[src/rtl/imm_gen_pkg.sv]
// Shared constants for the immediate/target generator stage.
// Holds the opcode map, the result-kind encoding, buffer states and default widths.
package imm_gen_pkg;

    localparam int DEF_WORD_SIZE    = 16;
    localparam int DEF_OPCODE_WIDTH = 4;
    localparam int DEF_IMM_WIDTH    = 8;
    localparam int DEF_TGT_WIDTH    = 12;

    localparam logic [3:0] OP_BNE = 4'd0;
    localparam logic [3:0] OP_BEQ = 4'd1;
    localparam logic [3:0] OP_BGZ = 4'd2;
    localparam logic [3:0] OP_BLZ = 4'd3;
    localparam logic [3:0] OP_ADI = 4'd4;
    localparam logic [3:0] OP_ORI = 4'd5;
    localparam logic [3:0] OP_LHI = 4'd6;
    localparam logic [3:0] OP_LWD = 4'd7;
    localparam logic [3:0] OP_SWD = 4'd8;
    localparam logic [3:0] OP_JMP = 4'd9;
    localparam logic [3:0] OP_JAL = 4'd10;

    typedef enum logic [2:0] {
        KIND_NONE   = 3'd0,
        KIND_SEXT   = 3'd1,
        KIND_ZEXT   = 3'd2,
        KIND_LHI    = 3'd3,
        KIND_BRANCH = 3'd4,
        KIND_JUMP   = 3'd5
    } kind_e;

    typedef enum logic [1:0] {
        ST_EMPTY = 2'd0,
        ST_ONE   = 2'd1,
        ST_TWO   = 2'd2
    } buf_state_e;

endpackage

[src/rtl/imm_gen_if.sv]
// Decode-side and execute-side valid/ready channels of the immediate generator stage.
// The stage uses the slave modport; the upstream/downstream environment uses master.
interface imm_gen_if #(parameter int WORD_SIZE = 16);
    import imm_gen_pkg::*;

    logic                 in_valid;
    logic                 in_ready;
    logic [WORD_SIZE-1:0] in_instr;
    logic [WORD_SIZE-1:0] in_pc;
    logic                 out_valid;
    logic                 out_ready;
    logic [WORD_SIZE-1:0] out_imm;
    logic [WORD_SIZE-1:0] out_br_target;
    logic [WORD_SIZE-1:0] out_jmp_target;
    kind_e                out_kind;

    modport master (
        output in_valid, in_instr, in_pc, out_ready,
        input  in_ready, out_valid, out_imm, out_br_target, out_jmp_target, out_kind
    );

    modport slave (
        input  in_valid, in_instr, in_pc, out_ready,
        output in_ready, out_valid, out_imm, out_br_target, out_jmp_target, out_kind
    );

endinterface

[src/rtl/imm_gen_stage_imm_decode.sv]
// Combinational opcode decode and immediate/branch/jump target generation.
// Macro IMM_GEN_LHI_SHIFT_EN: LHI immediate is pre-shifted into the upper bits.
module imm_decode
    import imm_gen_pkg::*;
#(
    parameter int WORD_SIZE    = DEF_WORD_SIZE,
    parameter int OPCODE_WIDTH = DEF_OPCODE_WIDTH,
    parameter int IMM_WIDTH    = DEF_IMM_WIDTH,
    parameter int TGT_WIDTH    = DEF_TGT_WIDTH
) (
    input  logic [WORD_SIZE-1:0] instr,
    input  logic [WORD_SIZE-1:0] pc,
    output logic [WORD_SIZE-1:0] imm,
    output logic [WORD_SIZE-1:0] br_target,
    output logic [WORD_SIZE-1:0] jmp_target,
    output kind_e                kind
);

    logic [OPCODE_WIDTH-1:0]    opcode;
    logic signed [IMM_WIDTH-1:0] imm_field;
    logic [TGT_WIDTH-1:0]       tgt_field;
    logic [WORD_SIZE-1:0]       imm_sext;
    logic [WORD_SIZE-1:0]       imm_zext;
    logic [WORD_SIZE-1:0]       imm_lhi;

    assign opcode    = instr[WORD_SIZE-1 -: OPCODE_WIDTH];
    assign imm_field = instr[IMM_WIDTH-1:0];
    assign tgt_field = instr[TGT_WIDTH-1:0];
    assign imm_sext  = WORD_SIZE'(imm_field);
    assign imm_zext  = WORD_SIZE'(unsigned'(imm_field));

`ifdef IMM_GEN_LHI_SHIFT_EN
    assign imm_lhi = imm_zext << (WORD_SIZE - IMM_WIDTH);
`else
    assign imm_lhi = imm_zext;
`endif

    // Both targets are produced for every opcode; execute picks by kind.
    assign br_target  = pc + WORD_SIZE'(1) + imm_sext;
    assign jmp_target = {pc[WORD_SIZE-1:TGT_WIDTH], tgt_field};

    always_comb begin
        imm  = '0;
        kind = KIND_NONE;
        case (opcode)
            OPCODE_WIDTH'(OP_ADI),
            OPCODE_WIDTH'(OP_LWD),
            OPCODE_WIDTH'(OP_SWD): begin
                imm  = imm_sext;
                kind = KIND_SEXT;
            end
            OPCODE_WIDTH'(OP_ORI): begin
                imm  = imm_zext;
                kind = KIND_ZEXT;
            end
            OPCODE_WIDTH'(OP_LHI): begin
                imm  = imm_lhi;
                kind = KIND_LHI;
            end
            OPCODE_WIDTH'(OP_BNE),
            OPCODE_WIDTH'(OP_BEQ),
            OPCODE_WIDTH'(OP_BGZ),
            OPCODE_WIDTH'(OP_BLZ): begin
                imm  = imm_sext;
                kind = KIND_BRANCH;
            end
            OPCODE_WIDTH'(OP_JMP),
            OPCODE_WIDTH'(OP_JAL): begin
                imm  = WORD_SIZE'(tgt_field);
                kind = KIND_JUMP;
            end
            default: begin
                imm  = '0;
                kind = KIND_NONE;
            end
        endcase
    end

endmodule

[src/rtl/imm_gen_stage.sv]
// Registered immediate/target stage with a 2-entry skid buffer between decode and execute.
// Macro IMM_GEN_LHI_SHIFT_EN (in imm_decode) selects pre-shifted LHI immediates.
//
// state    | meaning
// ST_EMPTY | nothing buffered, out_valid=0
// ST_ONE   | main register holds the presented result
// ST_TWO   | main presented, skid holds the next result, in_ready=0
module imm_gen_stage
    import imm_gen_pkg::*;
#(
    parameter int WORD_SIZE    = DEF_WORD_SIZE,
    parameter int OPCODE_WIDTH = DEF_OPCODE_WIDTH,
    parameter int IMM_WIDTH    = DEF_IMM_WIDTH,
    parameter int TGT_WIDTH    = DEF_TGT_WIDTH
) (
    input  logic     clk,
    input  logic     reset,
    input  logic     flush,
    imm_gen_if.slave bus
);

    typedef struct packed {
        logic [WORD_SIZE-1:0] imm;
        logic [WORD_SIZE-1:0] br_target;
        logic [WORD_SIZE-1:0] jmp_target;
        kind_e                kind;
    } entry_t;

    buf_state_e state_q, state_d;
    entry_t     main_q, main_d, skid_q, skid_d, dec;
    logic       in_ready_q;
    logic       accept;

    logic [WORD_SIZE-1:0] dec_imm, dec_br, dec_jmp;
    kind_e                dec_kind;

    imm_decode #(
        .WORD_SIZE   (WORD_SIZE),
        .OPCODE_WIDTH(OPCODE_WIDTH),
        .IMM_WIDTH   (IMM_WIDTH),
        .TGT_WIDTH   (TGT_WIDTH)
    ) u_decode (
        .instr     (bus.in_instr),
        .pc        (bus.in_pc),
        .imm       (dec_imm),
        .br_target (dec_br),
        .jmp_target(dec_jmp),
        .kind      (dec_kind)
    );

    assign dec    = '{imm: dec_imm, br_target: dec_br, jmp_target: dec_jmp, kind: dec_kind};
    assign accept = bus.in_valid && in_ready_q;

    always_comb begin
        state_d = state_q;
        main_d  = main_q;
        skid_d  = skid_q;
        case (state_q)
            ST_EMPTY: begin
                if (accept) begin
                    main_d  = dec;
                    state_d = ST_ONE;
                end
            end
            ST_ONE: begin
                if (accept && bus.out_ready) begin
                    main_d = dec;
                end else if (accept) begin
                    skid_d  = dec;
                    state_d = ST_TWO;
                end else if (bus.out_ready) begin
                    state_d = ST_EMPTY;
                end
            end
            ST_TWO: begin
                if (bus.out_ready) begin
                    main_d  = skid_q;
                    state_d = ST_ONE;
                end
            end
            default: state_d = ST_EMPTY;
        endcase
        // Flush overrides everything, including a same-cycle accept.
        if (flush) begin
            state_d = ST_EMPTY;
        end
    end

    always_ff @(posedge clk or posedge reset) begin
        if (reset) begin
            state_q    <= ST_EMPTY;
            main_q     <= '0;
            skid_q     <= '0;
            in_ready_q <= 1'b1;
        end else begin
            state_q    <= state_d;
            main_q     <= main_d;
            skid_q     <= skid_d;
            in_ready_q <= (state_d != ST_TWO);
        end
    end

    assign bus.in_ready       = in_ready_q;
    assign bus.out_valid      = (state_q != ST_EMPTY);
    assign bus.out_imm        = main_q.imm;
    assign bus.out_br_target  = main_q.br_target;
    assign bus.out_jmp_target = main_q.jmp_target;
    assign bus.out_kind       = main_q.kind;

endmodule

[src/flat_wrapper.sv]
// flat-port wrapper written by rule: the top's interface ports become plain ports
module imm_gen_stage_flat import imm_gen_pkg::*;
#(
    parameter int WORD_SIZE    = DEF_WORD_SIZE,
    parameter int OPCODE_WIDTH = DEF_OPCODE_WIDTH,
    parameter int IMM_WIDTH    = DEF_IMM_WIDTH,
    parameter int TGT_WIDTH    = DEF_TGT_WIDTH
)
  (clk, reset, flush, bus_in_valid, bus_in_instr, bus_in_pc, bus_out_ready, bus_in_ready, bus_out_valid, bus_out_imm, bus_out_br_target, bus_out_jmp_target, bus_out_kind);
  imm_gen_if #(.WORD_SIZE(WORD_SIZE)) bus_i ();
  input  logic clk;
  input  logic reset;
  input  logic flush;
  input wire logic [$bits(bus_i.in_valid)-1:0] bus_in_valid;
  input wire logic [$bits(bus_i.in_instr)-1:0] bus_in_instr;
  input wire logic [$bits(bus_i.in_pc)-1:0] bus_in_pc;
  input wire logic [$bits(bus_i.out_ready)-1:0] bus_out_ready;
  output wire logic [$bits(bus_i.in_ready)-1:0] bus_in_ready;
  output wire logic [$bits(bus_i.out_valid)-1:0] bus_out_valid;
  output wire logic [$bits(bus_i.out_imm)-1:0] bus_out_imm;
  output wire logic [$bits(bus_i.out_br_target)-1:0] bus_out_br_target;
  output wire logic [$bits(bus_i.out_jmp_target)-1:0] bus_out_jmp_target;
  output wire logic [$bits(bus_i.out_kind)-1:0] bus_out_kind;
  assign bus_i.in_valid = bus_in_valid;
  assign bus_i.in_instr = bus_in_instr;
  assign bus_i.in_pc = bus_in_pc;
  assign bus_i.out_ready = bus_out_ready;
  assign bus_in_ready = bus_i.in_ready;
  assign bus_out_valid = bus_i.out_valid;
  assign bus_out_imm = bus_i.out_imm;
  assign bus_out_br_target = bus_i.out_br_target;
  assign bus_out_jmp_target = bus_i.out_jmp_target;
  assign bus_out_kind = bus_i.out_kind;
  imm_gen_stage #(.WORD_SIZE(WORD_SIZE), .OPCODE_WIDTH(OPCODE_WIDTH), .IMM_WIDTH(IMM_WIDTH), .TGT_WIDTH(TGT_WIDTH)) u_core (.clk(clk), .reset(reset), .flush(flush), .bus(bus_i));
endmodule
[config.mk]
export PLATFORM = sky130hd
export DESIGN_NAME = imm_gen_stage_flat
export DESIGN_NICKNAME = d
export VERILOG_FILES = /design/src/rtl/imm_gen_pkg.sv /design/src/rtl/imm_gen_if.sv /design/src/rtl/imm_gen_stage_imm_decode.sv /design/src/rtl/imm_gen_stage.sv /design/src/flat_wrapper.sv
export SDC_FILE = /design/constraint.sdc
export NUM_CORES = 1
export LEC_CHECK = 0
export ABC_AREA = 1
export CORE_MARGIN = 5
export CORE_UTILIZATION = 55
export CTS_CLUSTER_SIZE = 30
export DETAILED_ROUTE_END_ITERATION = 16
export MAX_ROUTING_LAYER = met4
export PLACE_DENSITY = 0.83
export SYNTH_ARGS = -nofsm -noshare
export SYNTH_HDL_FRONTEND = slang
export SYNTH_SLANG_ARGS = --single-unit
export TNS_END_PERCENT = 30
[constraint.sdc]
create_clock -name clk -period 8.5 [get_ports clk]
set_input_delay 1.275 -clock clk [delete_from_list [all_inputs] [get_ports clk]]
set_output_delay 1.275 -clock clk [all_outputs]
set_load 0.02 [all_outputs]
==> impl_metrics.csv <==
group,metric,value,unit
status,status,"completed",
clocking,clockRootBuffer,"clkbuf_8",
route,avgRoutedWirePerCell,14.7,um
floorplanning,chipWidth,107,um
place,dp_cells,884,
clocking,clk_pin_slew,0.10,ns
setup_path,critPathSlowestCell,"inv_2",
route,drt-met1-wl,5.63,mm
floorplanning,rows,35,
floorplanning,initial_core_util,0.564,
sta,worst_pin_slew,1.13,ns
cells_and_area,final_nets,819,
pwr,powerDensity,220,nW/um^2
clocking,cts_tree,"yes",
pwr,swShare,0.344,
clocking,htreeDepth,3,
yosys,yosysSeqAreaShare,0.476,
yosys,synthTopCellsByArea,"dfrtp_1 (47%), nand2_1 (19%), nor2_1 (5.1%)",
route,met3_wirelength,879,um
cells_and_area,diodes,0,
cells_and_area,syn2layout_area_growth,21.7,%
setup_path,reg2reg_depth,4,
global_route,grt_max_degree,65,
sta,report.final.setup_viol,0,
global_route,grt_pass1_vias,4480,
yosys,syn_area,5210,um^2
sta,slew-limit-headroom,0.247,
worst_hold_path,worstHoldStart,"u_core.skid_q[8]$_DFFE_PP0P_",
yosys,synth_nets,749,
yosys,yosysWarnings,0,
yosys,synth_top_area_frac,0.471,
setup_path,path_buf_inv,4,
sta,maxSlewViolCount,0,
setup_path,critPathKind,"primary input to flop",
floorplanning,dieArea,11500,um^2
sta,rsz0062_at_grt,"false",
yosys,synth_most_common_cell,"nand2_1",
setup_path,critPathArrivalTime,3.45,ns
sta,fmax,309,MHz
yosys,synth_edf_count,0,
setup_path,cp.depth,9,
worst_hold_path,hold_end,"u_core.skid_q[8]$_DFFE_PP0P_",
yosys,synthTopCellsByCount,"nand2_1 (263), dfrtp_1 (98), nor2_1 (71)",
setup_path,reg2reg_setup_slack,5.61,ns
clocking,insertion_delay,0.36,ns
worst_hold_path,holdPathStages,2,
pwr,leakagePower,3.23,nW
sta,min_period,3.23,ns
clocking,ctsResizeCount,0,
clocking,post-cts-setup-buffer-count,0,
pwr,ir_drop,0.0000930,V
route,ant_nets,0,
place,port_buffers,89,
sta,finalSetupTns,0,ns
pwr,pwr-share-clk,0.233,
yosys,synthArstFlopShare,1.00,
route,drc,0,
setup_path,cp_cell_sequence,"clkdlybuf4s50_1, nand2_1, nor2_2, inv_1, nor3_4, buf_4, inv_2, nand2_1, o21ai_0",
sta,holdWs,0.483,ns
setup_path,cpMostUsedCell,"nand2_1",
yosys,netlist_instances,696,
pwr,pwr-share-comb,0.305,
place,hpwl,9.25,mm
yosys,ys_ff_latch,99,
clocking,cts.path.max_buffers,2,
global_route,gr-total-overflow,0,
global_route,grt_pass1_wl,21.9,mm
floorplanning,io_pins,90,
global_route,grtUsageTotal,0.245,
sta,period_share,0.381,
global_route,antenna_found_initial,0,
cells_and_area,layout.cells.non_filler,900,
worst_hold_path,hp-class,"flop to flop",
floorplanning,core_area,9240,um^2
run,cap_violations,0,
clocking,ctsHoldBuffers,0,
pwr,pwr-share-seq,0.462,
clocking,cts_sinks,99,
yosys,yosys.area.top_type,"dfrtp_1",
setup_path,startpoint_type,"primary input",
yosys,avgSynthCellArea,7.48,um^2
sta,fin_skew,0.0124,ns
setup_path,crit_required,8.71,ns
route,num_vias,4781,
setup_path,end_kind,"flop",
setup_path,timing.rr.start,"u_core.state_q[0]$_DFF_PP0_",
route,wl,13.3,mm
clocking,cts_buffers,9,
cells_and_area,fin_util,0.686,
route,via_per_inst,5.31,
route,drt-initial-drc-count,370,
route,dr.pass1.iters,6,
floorplanning,die_h,107,um
setup_path,crit_family,"buffers and inverters",
pwr,internal-power,912,uW
place,place.gp.congestion,0.917,
route,wl_met2,6.43,mm
yosys,synth.distinct_cells,30,
cells_and_area,fillers,767,
setup_path,slowest_delay,0.47,ns
route,top_layer,"met4",
cells_and_area,drive_above_1_share,0.0428,
sta,hold_viol_final,0,
pwr,p_switching,479,uW
yosys,synth_flop_cell,"dfrtp_1",
setup_path,reg2reg_to,"u_core.bus.out_br_target[0]$_DFFE_PP0P_",
setup_path,critPathMaxFanout,51,
cells by family after synthesis:
group           count (synthesis)  share of synthesized area
compound gates                 98                      0.104
xor+xnor                        8                     0.0135
fa+ha+maj                      16                     0.0399
buf+inv                        94                     0.0773
flops                          99                      0.476
simple gates                  381                      0.289
worst max-delay path by stage:
stage                       startpoint                                      end  slack, ns
after floorplan                  reset  u_core.bus.out_br_target[0]$_DFFE_PP0P_       4.64
after global placement    bus_in_valid            u_core.skid_q[35]$_DFFE_PP0P_       5.02
after detailed placement  bus_in_valid             u_core.skid_q[3]$_DFFE_PP0P_       4.93
after CTS                 bus_in_valid            u_core.skid_q[35]$_DFFE_PP0P_       5.33
after global routing      bus_in_valid            u_core.skid_q[19]$_DFFE_PP0P_       5.10
final                     bus_in_valid             u_core.skid_q[3]$_DFFE_PP0P_       5.27
power groups by stage:
stage / clock network [mW] / logic, mW / registers [mW]
4_1_cts: 0.329 / 0.427 / 0.643
3_5_place_dp: 0 / 0.425 / 0.652
6_report: 0.324 / 0.425 / 0.643
2_1_floorplan: 0 / 0.204 / 0.694
5_1_grt: 0.347 / 0.471 / 0.656
3_3_place_gp: 0 / 0.414 / 0.646
placed cells by master, fill, tap and decap left out, types with 2 or more instances in the layout:
master and count:
a31oi_1 23, nor2_1 71, clkdlybuf4s50_1 89, dfrtp_1 98
buf_4 3, nor2_2 2, inv_2 5, o21a_1 2
o21ai_1 4, nor3_1 3, nand2_1 263, inv_6 3
xnor2_1 5, clkbuf_8 10, nand3_1 38, o21ai_0 17
xor2_1 3, a21oi_1 48, ha_1 15, inv_1 55
sequential cells by signal, indices dropped and copies added (netlist names):
signal	flops
u_core.bus.out_imm	13
u_core.bus.in_ready	1
u_core.skid_q	48
u_core.bus.out_br_target	16
u_core.bus.out_jmp_target	16
u_core.bus.out_kind	3
u_core.state_q	2
per-stage QoR:
| stage | area [um^2] | worst slack (ns) | power (mW) |
|---|---|---|---|
| global route | 6340 | 5.10 | 1.47 |
| floorplan | 5210 | 4.64 | 0.898 |
| CTS | 6340 | 5.33 | 1.40 |
| global placement | 6120 | 5.02 | 1.06 |
| detailed placement | 6120 | 4.93 | 1.08 |
| finish | 6340 | 5.27 | 1.39 |
layer usage:
layer,track usage,vias to the layer above
met1,0.315,2234
met3,0.0438,24
met2,0.392,190
li1,-,2333
met4,0.0895,0
met5,-,-
layout make-up:
class	instances	area, um^2	share of cell area
clock buffer	10	138	0.0217
clock inverter	6	81.3	0.0128
inverter	61	231	0.0365
multi-input combinational	503	2330	0.368
sequential	99	2480	0.391
tap	129	161	0.0255
timing repair buffer	92	913	0.144
worst register-to-register path, cell delays in order, from the launching register on:
cell and delay (ns):
dfrtp_1 0.44, nor2_4 0.88, inv_2 0.72, o21ai_0 0.57
o21ai_0 0.14
Power figures use the tool's default switching activity.
